--- config.mk ---
export PLATFORM = sky130hd
export DESIGN_NAME = fifo_test_sequencer
export DESIGN_NICKNAME = d
export VERILOG_FILES = /design/src/rtl/fifo_test_sequencer.sv
export SDC_FILE = /design/constraint.sdc
export NUM_CORES = 1
export LEC_CHECK = 0
export ABC_AREA = 0
export CAP_MARGIN = 20
export CORE_MARGIN = 2
export CORE_UTILIZATION = 45
export DETAILED_ROUTE_END_ITERATION = 8
export PLACE_DENSITY_LB_ADDON = 0.08
export SLEW_MARGIN = 20
export SYNTH_ARGS = -nofsm -noshare
export SYNTH_HDL_FRONTEND = slang
export SYNTH_SLANG_ARGS = --single-unit
--- constraint.sdc ---
create_clock -name clk -period 2 [get_ports clk]
set_input_delay 0.6 -clock clk [delete_from_list [all_inputs] [get_ports clk]]
set_output_delay 0.6 -clock clk [all_outputs]
set_load 0.01 [all_outputs]
--- src/rtl/fifo_test_sequencer.sv ---
// Fill/dwell/drain exerciser for a FIFO: writes DEPTH LFSR words, waits, reads and checks them.
// Define SEQ_ERR_COUNT_EN to expose a saturating mismatch count on err_cnt.
module fifo_test_sequencer #(
    parameter int unsigned DSIZE   = 8,
    parameter int unsigned ASIZE   = 4,
    parameter int unsigned GAP     = 0,
    parameter logic [15:0] SEED    = 16'hACE1,
    parameter int unsigned TIMEOUT = 65535
) (
    input  logic             clk,
    input  logic             rst_n,
    input  logic             start,
    input  logic             wfull,
    input  logic             rempty,
    input  logic [DSIZE-1:0] rdata,
    output logic             winc,
    output logic             rinc,
    output logic [DSIZE-1:0] wdata,
    output logic             busy,
    output logic             done,
    output logic             pass,
    output logic             timeout,
    output logic [7:0]       err_cnt
);
    localparam int unsigned DEPTH = 1 << ASIZE;
    localparam int unsigned CW    = ASIZE + 1;
    localparam int unsigned GW    = (GAP > 0) ? $clog2(GAP + 1) : 1;
    localparam int unsigned TW    = (TIMEOUT > 1) ? $clog2(TIMEOUT + 1) : 1;

    typedef enum logic [2:0] {StIdle, StFill, StDwell, StDrain, StDone, StErr} state_t;

    state_t          state_q, state_d;
    logic [15:0]     wr_lfsr_q, wr_lfsr_d, rd_lfsr_q, rd_lfsr_d;
    logic [CW-1:0]   wr_cnt_q, wr_cnt_d, rd_cnt_q, rd_cnt_d, dwell_q, dwell_d;
    logic [GW-1:0]   gap_q, gap_d;
    logic [TW-1:0]   stall_q, stall_d;
    logic            full_seen_q, full_seen_d, pass_q, pass_d, timeout_q, timeout_d;
    logic            mismatch, err_clr, err_any;

    function automatic logic [15:0] lfsr_step(input logic [15:0] q);
        return {q[14:0], q[15] ^ q[13] ^ q[12] ^ q[10]};
    endfunction

    always_ff @(posedge clk or negedge rst_n) begin
        if (!rst_n) begin
            state_q     <= StIdle;
            wr_lfsr_q   <= SEED;
            rd_lfsr_q   <= SEED;
            wr_cnt_q    <= '0;
            rd_cnt_q    <= '0;
            dwell_q     <= '0;
            gap_q       <= '0;
            stall_q     <= '0;
            full_seen_q <= 1'b0;
            pass_q      <= 1'b0;
            timeout_q   <= 1'b0;
        end else begin
            state_q     <= state_d;
            wr_lfsr_q   <= wr_lfsr_d;
            rd_lfsr_q   <= rd_lfsr_d;
            wr_cnt_q    <= wr_cnt_d;
            rd_cnt_q    <= rd_cnt_d;
            dwell_q     <= dwell_d;
            gap_q       <= gap_d;
            stall_q     <= stall_d;
            full_seen_q <= full_seen_d;
            pass_q      <= pass_d;
            timeout_q   <= timeout_d;
        end
    end

    always_comb begin
        state_d     = state_q;
        wr_lfsr_d   = wr_lfsr_q;
        rd_lfsr_d   = rd_lfsr_q;
        wr_cnt_d    = wr_cnt_q;
        rd_cnt_d    = rd_cnt_q;
        dwell_d     = dwell_q;
        gap_d       = (gap_q != '0) ? gap_q - GW'(1) : gap_q;
        stall_d     = stall_q;
        full_seen_d = full_seen_q;
        pass_d      = pass_q;
        timeout_d   = timeout_q;
        winc        = 1'b0;
        rinc        = 1'b0;
        mismatch    = 1'b0;
        err_clr     = 1'b0;
        unique case (state_q)
            StIdle, StDone, StErr: begin
                if (start) begin
                    state_d     = StFill;
                    wr_lfsr_d   = SEED;
                    rd_lfsr_d   = SEED;
                    wr_cnt_d    = '0;
                    rd_cnt_d    = '0;
                    dwell_d     = '0;
                    gap_d       = '0;
                    stall_d     = '0;
                    full_seen_d = 1'b0;
                    pass_d      = 1'b0;
                    timeout_d   = 1'b0;
                    err_clr     = 1'b1;
                end
            end
            StFill: begin
                if (wfull) begin
                    if (stall_q == TW'(TIMEOUT - 1)) begin
                        state_d   = StErr;
                        timeout_d = 1'b1;
                        pass_d    = 1'b0;
                    end else begin
                        stall_d = stall_q + TW'(1);
                    end
                end else begin
                    stall_d = '0;
                    if (gap_q == '0) begin
                        winc      = 1'b1;
                        wr_lfsr_d = lfsr_step(wr_lfsr_q);
                        wr_cnt_d  = wr_cnt_q + CW'(1);
                        gap_d     = GW'(GAP);
                        if (wr_cnt_q == CW'(DEPTH - 1)) begin
                            state_d = StDwell;
                            dwell_d = '0;
                        end
                    end
                end
            end
            StDwell: begin
                // The full flag is judged once the last write has landed in the FIFO.
                if (dwell_q == '0) full_seen_d = wfull;
                if (dwell_q == CW'(2 * DEPTH - 1)) state_d = StDrain;
                else dwell_d = dwell_q + CW'(1);
            end
            StDrain: begin
                if (rempty) begin
                    if (stall_q == TW'(TIMEOUT - 1)) begin
                        state_d   = StErr;
                        timeout_d = 1'b1;
                        pass_d    = 1'b0;
                    end else begin
                        stall_d = stall_q + TW'(1);
                    end
                end else begin
                    stall_d = '0;
                    if (gap_q == '0) begin
                        rinc      = 1'b1;
                        mismatch  = (rdata != rd_lfsr_q[DSIZE-1:0]);
                        rd_lfsr_d = lfsr_step(rd_lfsr_q);
                        rd_cnt_d  = rd_cnt_q + CW'(1);
                        gap_d     = GW'(GAP);
                        if (rd_cnt_q == CW'(DEPTH - 1)) begin
                            state_d = StDone;
                            pass_d  = full_seen_q && !err_any && !mismatch;
                        end
                    end
                end
            end
            default: state_d = StIdle;
        endcase
    end

`ifdef SEQ_ERR_COUNT_EN
    logic [7:0] err_cnt_q;
    always_ff @(posedge clk or negedge rst_n) begin
        if (!rst_n) err_cnt_q <= 8'd0;
        else if (err_clr) err_cnt_q <= 8'd0;
        else if (mismatch && (err_cnt_q != 8'hFF)) err_cnt_q <= err_cnt_q + 8'd1;
    end
    assign err_any = (err_cnt_q != 8'd0);
    assign err_cnt = err_cnt_q;
`else
    logic mism_q;
    always_ff @(posedge clk or negedge rst_n) begin
        if (!rst_n) mism_q <= 1'b0;
        else if (err_clr) mism_q <= 1'b0;
        else if (mismatch) mism_q <= 1'b1;
    end
    assign err_any = mism_q;
    assign err_cnt = 8'd0;
`endif

    // wdata only carries the LFSR word while it is being strobed, so it idles at zero.
    assign wdata   = winc ? wr_lfsr_q[DSIZE-1:0] : '0;
    assign busy    = (state_q == StFill) || (state_q == StDwell) || (state_q == StDrain);
    assign done    = (state_q == StDone);
    assign pass    = pass_q;
    assign timeout = timeout_q;

endmodule

======== Word level (Yosys, flattened, before mapping) ========
Index checks and enable logic that the tools add are counted.
word-level totals
  flip-flop bits (word level) ............. 71
  output and inout port bits .............. 22
  logic and storage cells ................. 137
cells by class
  $add $sub $neg .......................... 5
  eq/ne operators ......................... 25
  multiplexer cells ....................... 66
  bitwise operators ....................... 6
  reduce and logical (&&, ||, !) cells .... 23
operator list
  kind                                                 count
  two-way mux 16 bit                                   9
  one-hot mux 16 bit (2 select lines)                  2
  one-hot mux 16 bit (3 select lines)                  1
  two-way mux 5 bit                                    9
  two-way mux 1 bit                                    27
  two-way mux 3 bit                                    9
  inequality test 2 bit, second input constant         11
  one-hot mux 5 bit (2 select lines)                   2
  adder 16 x 1 -> 16 bit, second input constant        1
  equality test 16 bit, second input constant          1
  adder 5 x 1 -> 5 bit, second input constant          3
  one-hot mux 5 bit (3 select lines)                   1
  inequality test 3 bit, second input constant         4
  one-hot mux 3 bit (4 select lines)                   1
  AND reduction 4 bit                                  3
  AND reduction 6 bit                                  2
  equality test 5 x 4 -> 1 bit, second input constant  2
  one-hot mux 1 bit (3 select lines)                   3
  two-way mux 8 bit                                    1
  inequality test 8 bit                                1
  nonzero test 2 bit                                   4
  equality test 3 x 2 -> 1 bit, second input constant  2
  equality test 3 bit, second input constant           2
  nonzero test 3 bit                                   2
  other kinds (14)                                     22

======== Depth between registers and ports, before layout ========
Gate-level depths: netlist (run 1).
  depth in word-level cells ............... 7
  depth in mapped cells ................... 8
  gate-level depth less buffers ........... 7

======== Worst setup path after synthesis (run 1) ========
OpenSTA, ideal clock, no wires.
  path type ............................... flip-flop to flip-flop
  from .................................... reg dwell_q[0]
  to ...................................... reg dwell_q[0]
  arrival time ............................ 1.919 ns
  required time ........................... 1.875 ns
  setup slack ............................. -0.043 ns
  stages on the path, launching flop included .. 8
  buffers on the path ..................... 0
  cells stage by stage .................... dfrtp_1 > ha_1 > and3_1 > ha_1 > or3b_2 > a21oi_1 > nor2_1 > mux2_2
on the way
  cells in the longest elaborated chain, start to end .. 3
  elaborated cells on any way between the ends .. 6
RTL lines
  element                                                                    RTL line  RTL
  start, declared                                                            34        logic [CW-1:0] wr_cnt_q, wr_cnt_d, rd_cnt_q, rd_cnt_d, dwell_q, dwell_d;
  start signal, assigned                                                     63        dwell_q <= dwell_d;
  adder 5 x 1 -> 5 bit or equality test 5 bit (tied branches)                132, 131
  two-way mux 5 bit or inequality test 2 bit (tied branches)                 n/a
  one-hot mux 5 bit (3 select lines) or AND reduction 6 bit (tied branches)  n/a
Several ways; a longest one is shown, not always the timed one. The select of a mux whose other input is x is not followed.
A chain may end at the register's enable or synchronous reset.

======== Worst setup path after layout (run 1) ========
  from .................................... in wfull
  to ...................................... out wdata[3]
on the way
  cells in the longest elaborated chain, start to end .. 3
RTL lines
  element            RTL line  RTL
  start, declared    13        input logic wfull,
  two-way mux 1 bit  106       if (wfull) begin
  two-way mux 1 bit  88        unique case (state_q)
  two-way mux 8 bit  183       assign wdata = winc ? wr_lfsr_q[DSIZE-1:0] : '0;
  end, declared      18        output logic [DSIZE-1:0] wdata,
No other way between the ends.

==> impl_results.md, run 1 <==
* Outcome: complete, but fails checks
* Violated checks: negative setup slack
* Sequential power share at 35.8%
* Drt first-iter violations at 170
* Gr busiest metal: met2
* Final global-route overflow total at 0
* Root Buffer: clkbuf_8
* Post-Synthesis Cells at 392
* IO Count at 35
* ANT cells at 0
* Mapped Area at 3762 um^2
* RePlAce Congestion at 0.8108
* Tightest Pin Transition at 0.4795 ns
* Part of the cycle the worst path needs at 104.1%
* Critical Path RT at 1.40 ns
* Most Frequent Cell on Critical Path: buf_6
* Worst Slack Setup Final at -0.08276 ns
* Share of cells above drive strength 1 at 30.48%
* Setup crit start kind: primary input
* Clk sinks at 70
* Largest net degree at the start of global routing at 71
* IO buf count at 26
* DR DRC count at 0
* Vias per cell at 5.402
* Setup Skew at 0.008653 ns
* Final ANT Viol Nets at 0
* Final nets at 496
* CTS clk-pin slew, worst paths at 0.08 ns
* Post-synthesis sequential area ratio at 47.09%
* Die ar. at 9108 um^2
* Critical Path, Cell by Cell: clkdlybuf4s15_2 -> nor2_4 -> nand2_2 -> inv_4 -> buf_6 -> and2_4 -> buf_6
* Max H-tree Level at 3
* Die Height at 95.44 um
* Initial Util at 46.02%
* First-pass iteration count of the detailed router at 4
* Crit path max-delay cell type: clkdlybuf4s15_2
* Sw Share at 37.59%
* CTS buffer count at 9
* Routed Wire Length at 8565 um
* Clk Latency, worst-skew pair at 0.34 ns
* # rows at 33
* Fin. max-slew vios at 0
* Post-Synthesis Mean Instance Area at 9.598 um^2
* Clock tree from TritonCTS: yes
* Most common cell after layout, fill and taps aside: buf_4
* Met2 GRT Util at 31.69%
* Initial antenna violation count at 0
* Hold Fails Final Rpt at 0
* Final setup vio count at 10
* Hpwl dp at 5649 um
* M3 GR Usage at 3.162%
* CP arrival at 1.48 ns
* CORE AREA at 8175 um^2
* Worst vdd rail ir drop at 688.2 uV
* HP Class: primary input to async pin
* #FFs+latches synth at 70
* Area of the multi-input gates at 1971 um^2
* Max-cap viol count at 0
* Routed len/inst at 14.67 um
* Fin util at 59.72%
* Worst Path Buf+Inv at 4
* Post-synth EDFFs at 0
* Unrepaired setup endpoints after global routing: true
* LEAKAGE at 2.188 nW
* F_max at 480.1 MHz
* Synth-to-layout area growth at 29.76%
* Post-synth ARST share at 100.0%
* Post-route minimum period at 2.083 ns
* PD cells at 1330 nW/um^2
* Vias in the first global route at 3097
* Global-route wire length before repair at 14370 um
* Seq. cell area at 1772 um^2
* Internal power at 4.051 mW
* All-layer global routing usage at 20.17%
* Net switching power at 2.440 mW
* Longest Clk Path Bufs at 2
* Yosys warns at 0
* Fillcell total at 731
* Grt met1 use at 28.23%
* Clk pwr share at 16.1%
* Max-slew headroom at 67.12%
* Top_reg_cell synth: dfrtp_1
* CP Capture Type: primary output
* Delay-heaviest family, CP: buffers and inverters
* Critical Path Max Stage Delay at 0.21 ns
* Routed via count at 3155
* Worst-path fanout max at 6
* Commonest non-fill, non-tap cells in the layout: 60 x buf_4, 54 x dfrtp_1, 48 x nand2_1
* Comb power frac at 48.1%
* Die X-Extent at 95.44 um
* Dpl cells at 557
* Critical path class: primary input to primary output
* Post-synthesis cell type count at 56
* Non-Filler Instances at 584
per-stage QoR:
| step | total power [mW] | worst slack, ns | instance area (um^2) | setup TNS [ns] | hold slack [ns] |
|---|---|---|---|---|---|
| finish | 6.492 | -0.08276 | 4882 | -0.5390 | 0.2603 |
| global route | 7.025 | -0.1492 | 4882 | -1.404 | 0.2993 |
| CTS | 6.409 | -0.09308 | 4746 | -0.6290 | 0.2800 |
| detailed placement | 5.178 | -0.8807 | 4461 | -22.92 | 0.4547 |
| global placement | 5.124 | -0.8403 | 4461 | -22.53 | 0.4481 |
| floorplan | 4.072 | -0.008339 | 3795 | -0.008339 | 0.3044 |
worst paths after layout:
| path | start | to | slack, ns | cells after the start |
|---|---|---|---|---|
| min reg2reg | rd_lfsr_q[6] | rd_lfsr_q[7] | 0.47 | 2 |
| max in group asynchronous | rst_n | wr_lfsr_q[6] | 1.40 | 2 |
| min | rst_n | dwell_q[3] | 0.26 | 2 |
| min in group clk | rd_lfsr_q[6] | rd_lfsr_q[7] | 0.47 | 2 |
| max reg2reg | dwell_q[0] | dwell_q[0] | -0.03 | 7 |
| max | wfull | wdata[3] | -0.08 | 7 |
per-layer routing:
metal | up-vias | wire length [um] | part of all wire, %
met2 | 70 | 3812 | 45
met1 | 1519 | 4314 | 50
met3 | 12 | 309 | 3.6
li1 | 1554 | - | -
met5 | - | 0 | 0
met4 | 0 | 129 | 1.5
Yosys cell counts (all sizes together), types with 8 or more instances:
cell   number  area share [%]
inv        15             1.5
and2        8             1.3
ha          9             3.0
mux2i       8             2.1
o22a        8             1.9
dfstp      16              11
buf        22             3.7
nand4      10             1.7
a21oi      19             2.6
nor2       21             2.1
o21ai      34             4.5
nand2      49             4.9
xnor2      14             3.3
dfrtp      54              36
nand3      13             1.7
logic make-up after synthesis:
family / synth area share [%]
adders and majority gates: 2.993
and+or+nand+nor: 20.32
buffers and inverters: 5.653
AOI/OAI and AO/OA: 17.16
DFF: 47.09
other: 0.09967
xor gates and xnor gates: 3.958
muxes: 2.727
timing repair:
item / 4_1_cts / 5_1_grt
hold endpoints to repair: 0 / 0
endpoints found under the setup margin: 32 / 23
gates resized for setup: 75 / 24
setup buffers: 6 / 5
pin swaps: 7 / 14
hold buffers: 0 / 0
final cells by class:
cell class	instances	share of cell area (%)
Clock buffer	11	2.896
Inverter	16	1.307
Clock inverter	5	0.6920
Timing Repair Buffer	90	15.76
Tap cell	105	2.691
Multi-Input combinational cell	287	40.36
Sequential cell	70	36.29
registers in the layout, indices dropped and copies added, names as in the netlist:
name / flops
wr_cnt_q: 5
timeout: 1
full_seen_q: 1
rd_lfsr_q: 16
err_any: 1
wr_lfsr_q: 16
rd_cnt_q: 5
dwell_q: 5
stall_q: 16
state_q: 3
pass: 1
power by group through the flow:
stage | sequential [mW] | clock (mW) | combinational [mW]
after global placement | 2.33 | 0 | 2.80
after CTS | 2.32 | 1.07 | 3.02
after detailed placement | 2.33 | 0 | 2.85
after floorplan | 2.29 | 0 | 1.78
after global routing | 2.38 | 1.16 | 3.49
final | 2.32 | 1.04 | 3.13
(Power assumes the default switching activity.)
==> run 2, diff against run 1 <==
Settings changed: MAX_ROUTING_LAYER set to met4.
Clock period 2 ns to 2.6 ns, I/O delays scaled along.
==> run 2 against run 1 <==
  * The flow now finishes without violations
  * Critical path depth is 1 lower
  * Register-to-register slack improved by 0.32 ns
  * Final area shrank 7.7%
  * Sequential power fell by 22%
  * Die area stayed put
  * Utilization decreased by 4.6 points
  * Global-route usage down 0.21 points
  * Count of clock-buffer cells in the layout is 1 lower
  * First-iteration DRC count fell by 59%
  * Total power decreased by 26%
  * Critical endpoint is now wdata[2]
  * Largest cell class unchanged
  * Largest power group unchanged
==> impl_results.md, run 2 (synthesis gave the netlist of run 1 again) <==
* Die ar. at 9108 um^2 (unchanged)
* Root Buffer: clkbuf_8
* Worst Path Buf+Inv at 3 (-1)
* Area of the multi-input gates at 1818 um^2 (-7.7%)
* Longest Clk Path Bufs at 2 (unchanged)
* Final nets at 462 (-6.9%)
* Critical Path Max Stage Delay at 0.25 ns (+0.04 ns)
* Hold Fails Final Rpt at 0 (unchanged)
* Setup crit start kind: primary input
* Routed len/inst at 14.73 um (+0.44%)
* IO buf count at 26 (unchanged)
* Final TNS setup at 0 ns (+0.5390 ns)
* Unrepaired setup endpoints after global routing: false
* Max-slew headroom at 61.86% (-5.3 points)
* Largest net degree at the start of global routing at 36 (-49%)
* Crit path max-delay cell type: dlygate4sd2_1
* PD cells at 1066 nW/um^2 (-20%)
* Delay-heaviest family, CP: buffers and inverters
* Setup Skew at 0.01232 ns (+0.003666 ns)
* CP arrival at 1.73 ns (+0.25 ns)
* Clk Latency, worst-skew pair at 0.35 ns (about the same)
* HP Class: primary input to async pin
* Die Height at 95.44 um (unchanged)
* Final setup vio count at 0 (-10)
* Post-route minimum period at 2.514 ns
* Fin. max-slew vios at 0 (unchanged)
* Critical Path RT at 1.82 ns (+0.42 ns)
* Commonest non-fill, non-tap cells in the layout: 54 x dfrtp_1, 48 x nand2_1, 34 x o21ai_0
* Clk sinks at 70 (unchanged)
* CTS buffer count at 9 (unchanged)
* Critical Path, Cell by Cell: dlygate4sd2_1 -> nor2_2 -> nand2_2 -> inv_2 -> and2_1 -> clkdlybuf4s15_1
* Critical path class: primary input to primary output
* LEAKAGE at 2.001 nW (-8.5%)
* # rows at 33 (unchanged)
* Final global-route overflow total at 0 (unchanged)
* IO Count at 35 (unchanged)
* All-layer global routing usage at 19.96% (-0.21 points)
* Clock tree from TritonCTS: yes
* Part of the cycle the worst path needs at 96.70%
* Worst vdd rail ir drop at 414.4 uV (-40%)
* WHS at 0.3937 ns (+0.1335 ns)
* Top flop regs: rd_lfsr_q x16, stall_q x16, wr_lfsr_q x16
* Initial Util at 46.02% (unchanged)
* First-pass iteration count of the detailed router at 4 (unchanged)
* F_max at 397.7 MHz
* Drt first-iter violations at 69 (-59%)
* RePlAce Congestion at 0.7931 (-2.2%)
* Worst-path fanout max at 5 (-1)
* Final ANT Viol Nets at 0 (unchanged)
* Hpwl dp at 5708 um (+1.0%)
* Vias per cell at 5.455 (+0.97%)
* DR DRC count at 0 (unchanged)
* Global-route wire length before repair at 13630 um (-5.1%)
* Seq. cell area at 1772 um^2 (unchanged)
* Fillcell total at 763 (+4.4%)
* Vias in the first global route at 2829 (-8.7%)
* Max-cap viol count at 0 (unchanged)
* Synth-to-layout area growth at 19.82%
* Max H-tree Level at 3 (unchanged)
* Initial antenna violation count at 0 (unchanged)
* CTS clk-pin slew, worst paths at 0.08 ns (about the same)
* Die X-Extent at 95.44 um (unchanged)
* Setup slack, reg-to-reg at 0.29 ns (+0.32 ns)
* Routed Wire Length at 8102 um (-5.4%)
* CP Capture Type: primary output
* CTS Hold Buffers Added at 0 (unchanged)
* Routed via count at 3000 (-4.9%)
* ANT cells at 0 (unchanged)
* Tightest Pin Transition at 0.5700 ns (+0.09043 ns)
* Most common cell after layout, fill and taps aside: dfrtp_1
* CORE AREA at 8175 um^2 (unchanged)
* Share of cells above drive strength 1 at 18.43% (-12 points)
* Outcome: finished, final reports clean
-- run 2: changes by cell type in the layout (fill, tap and decap cells not counted), sizes merged --
cell and change:
dlygate4sd2 +1, clkbuf -1, inv -1, clkdlybuf4s15 +5
buf -43, bufinv +3, clkdlybuf4s50 +2
-- run 2: cell type report --
class	count	share of cell area, %
inverters	16	1.360
well taps	105	2.914
repair buffers	55	10.63
repair inverters	1	0.1665
clock inverters	6	2.470
clock buffers	10	2.831
flip-flops and latches	70	39.30
multi-input cells	287	40.33
-- run 2: stage by stage --
stage / setup WS [ns] / utilization (%) / instance area, um^2 / power [mW] / std cells
floorplan: 0.2153 / - / 3789 / 3.125 / 399
global placement: -0.4667 / 52.04 / 4254 / 3.728 / 532
detailed placement: -0.5272 / 52.04 / 4254 / 3.776 / 532
CTS: 0.06037 / 55.11 / 4506 / 4.860 / 550
global route: 0.01405 / 55.14 / 4508 / 5.178 / 550
finish: 0.08579 / 55.14 / 4508 / 4.805 / 550
-- run 2: worst paths after layout --
path	to	startpoint	cells past startpoint
worst min-delay path	rd_lfsr_q[8]	rst_n	1
worst min register to register	rd_lfsr_q[15]	rd_lfsr_q[14]	2
worst max register to register	dwell_q[2]	wr_cnt_q[0]	7
max in group asynchronous	rd_lfsr_q[11]	rst_n	2
worst max-delay path	wdata[2]	wfull	6
min in group clk	rd_lfsr_q[15]	rd_lfsr_q[14]	2
-- run 2: worst reg2reg max path, stage by stage (launching register included) --
cell	delay [ns]
dfrtp_1	0.40
ha_1	0.22
and3_1	0.17
ha_1	0.21
or4bb_1	0.51
a21oi_1	0.29
o22ai_1	0.14
a22o_1	0.24
-- run 2: metal layers --
layer / routed length (um) / up-vias / GRT usage (%)
li1: - / 1480 / -
met1: 4028 / 1463 / 26.80
met2: 3708 / 49 / 30.11
met3: 265 / 8 / 5.455
met4: 99 / 0 / 5.119
met5: 0 / - / -
-- run 2: repair_timing --
item,CTS,global route
pin swaps,1,0
gates resized for setup,34,1
setup endpoints to repair,10,1
cloned,1,0
buffers inserted,1,0
-- run 2: where the power goes --
group	switching [mW]	internal [mW]
registers	0.279	1.54
clock network	0.420	0.637
logic	1.04	0.886
==> run 3, diff against run 2 <==
Settings changed: CAP_MARGIN 20 to not set.
==> results of run 3 <==
Final layout, timing and power as in run 2 (identical DEF).
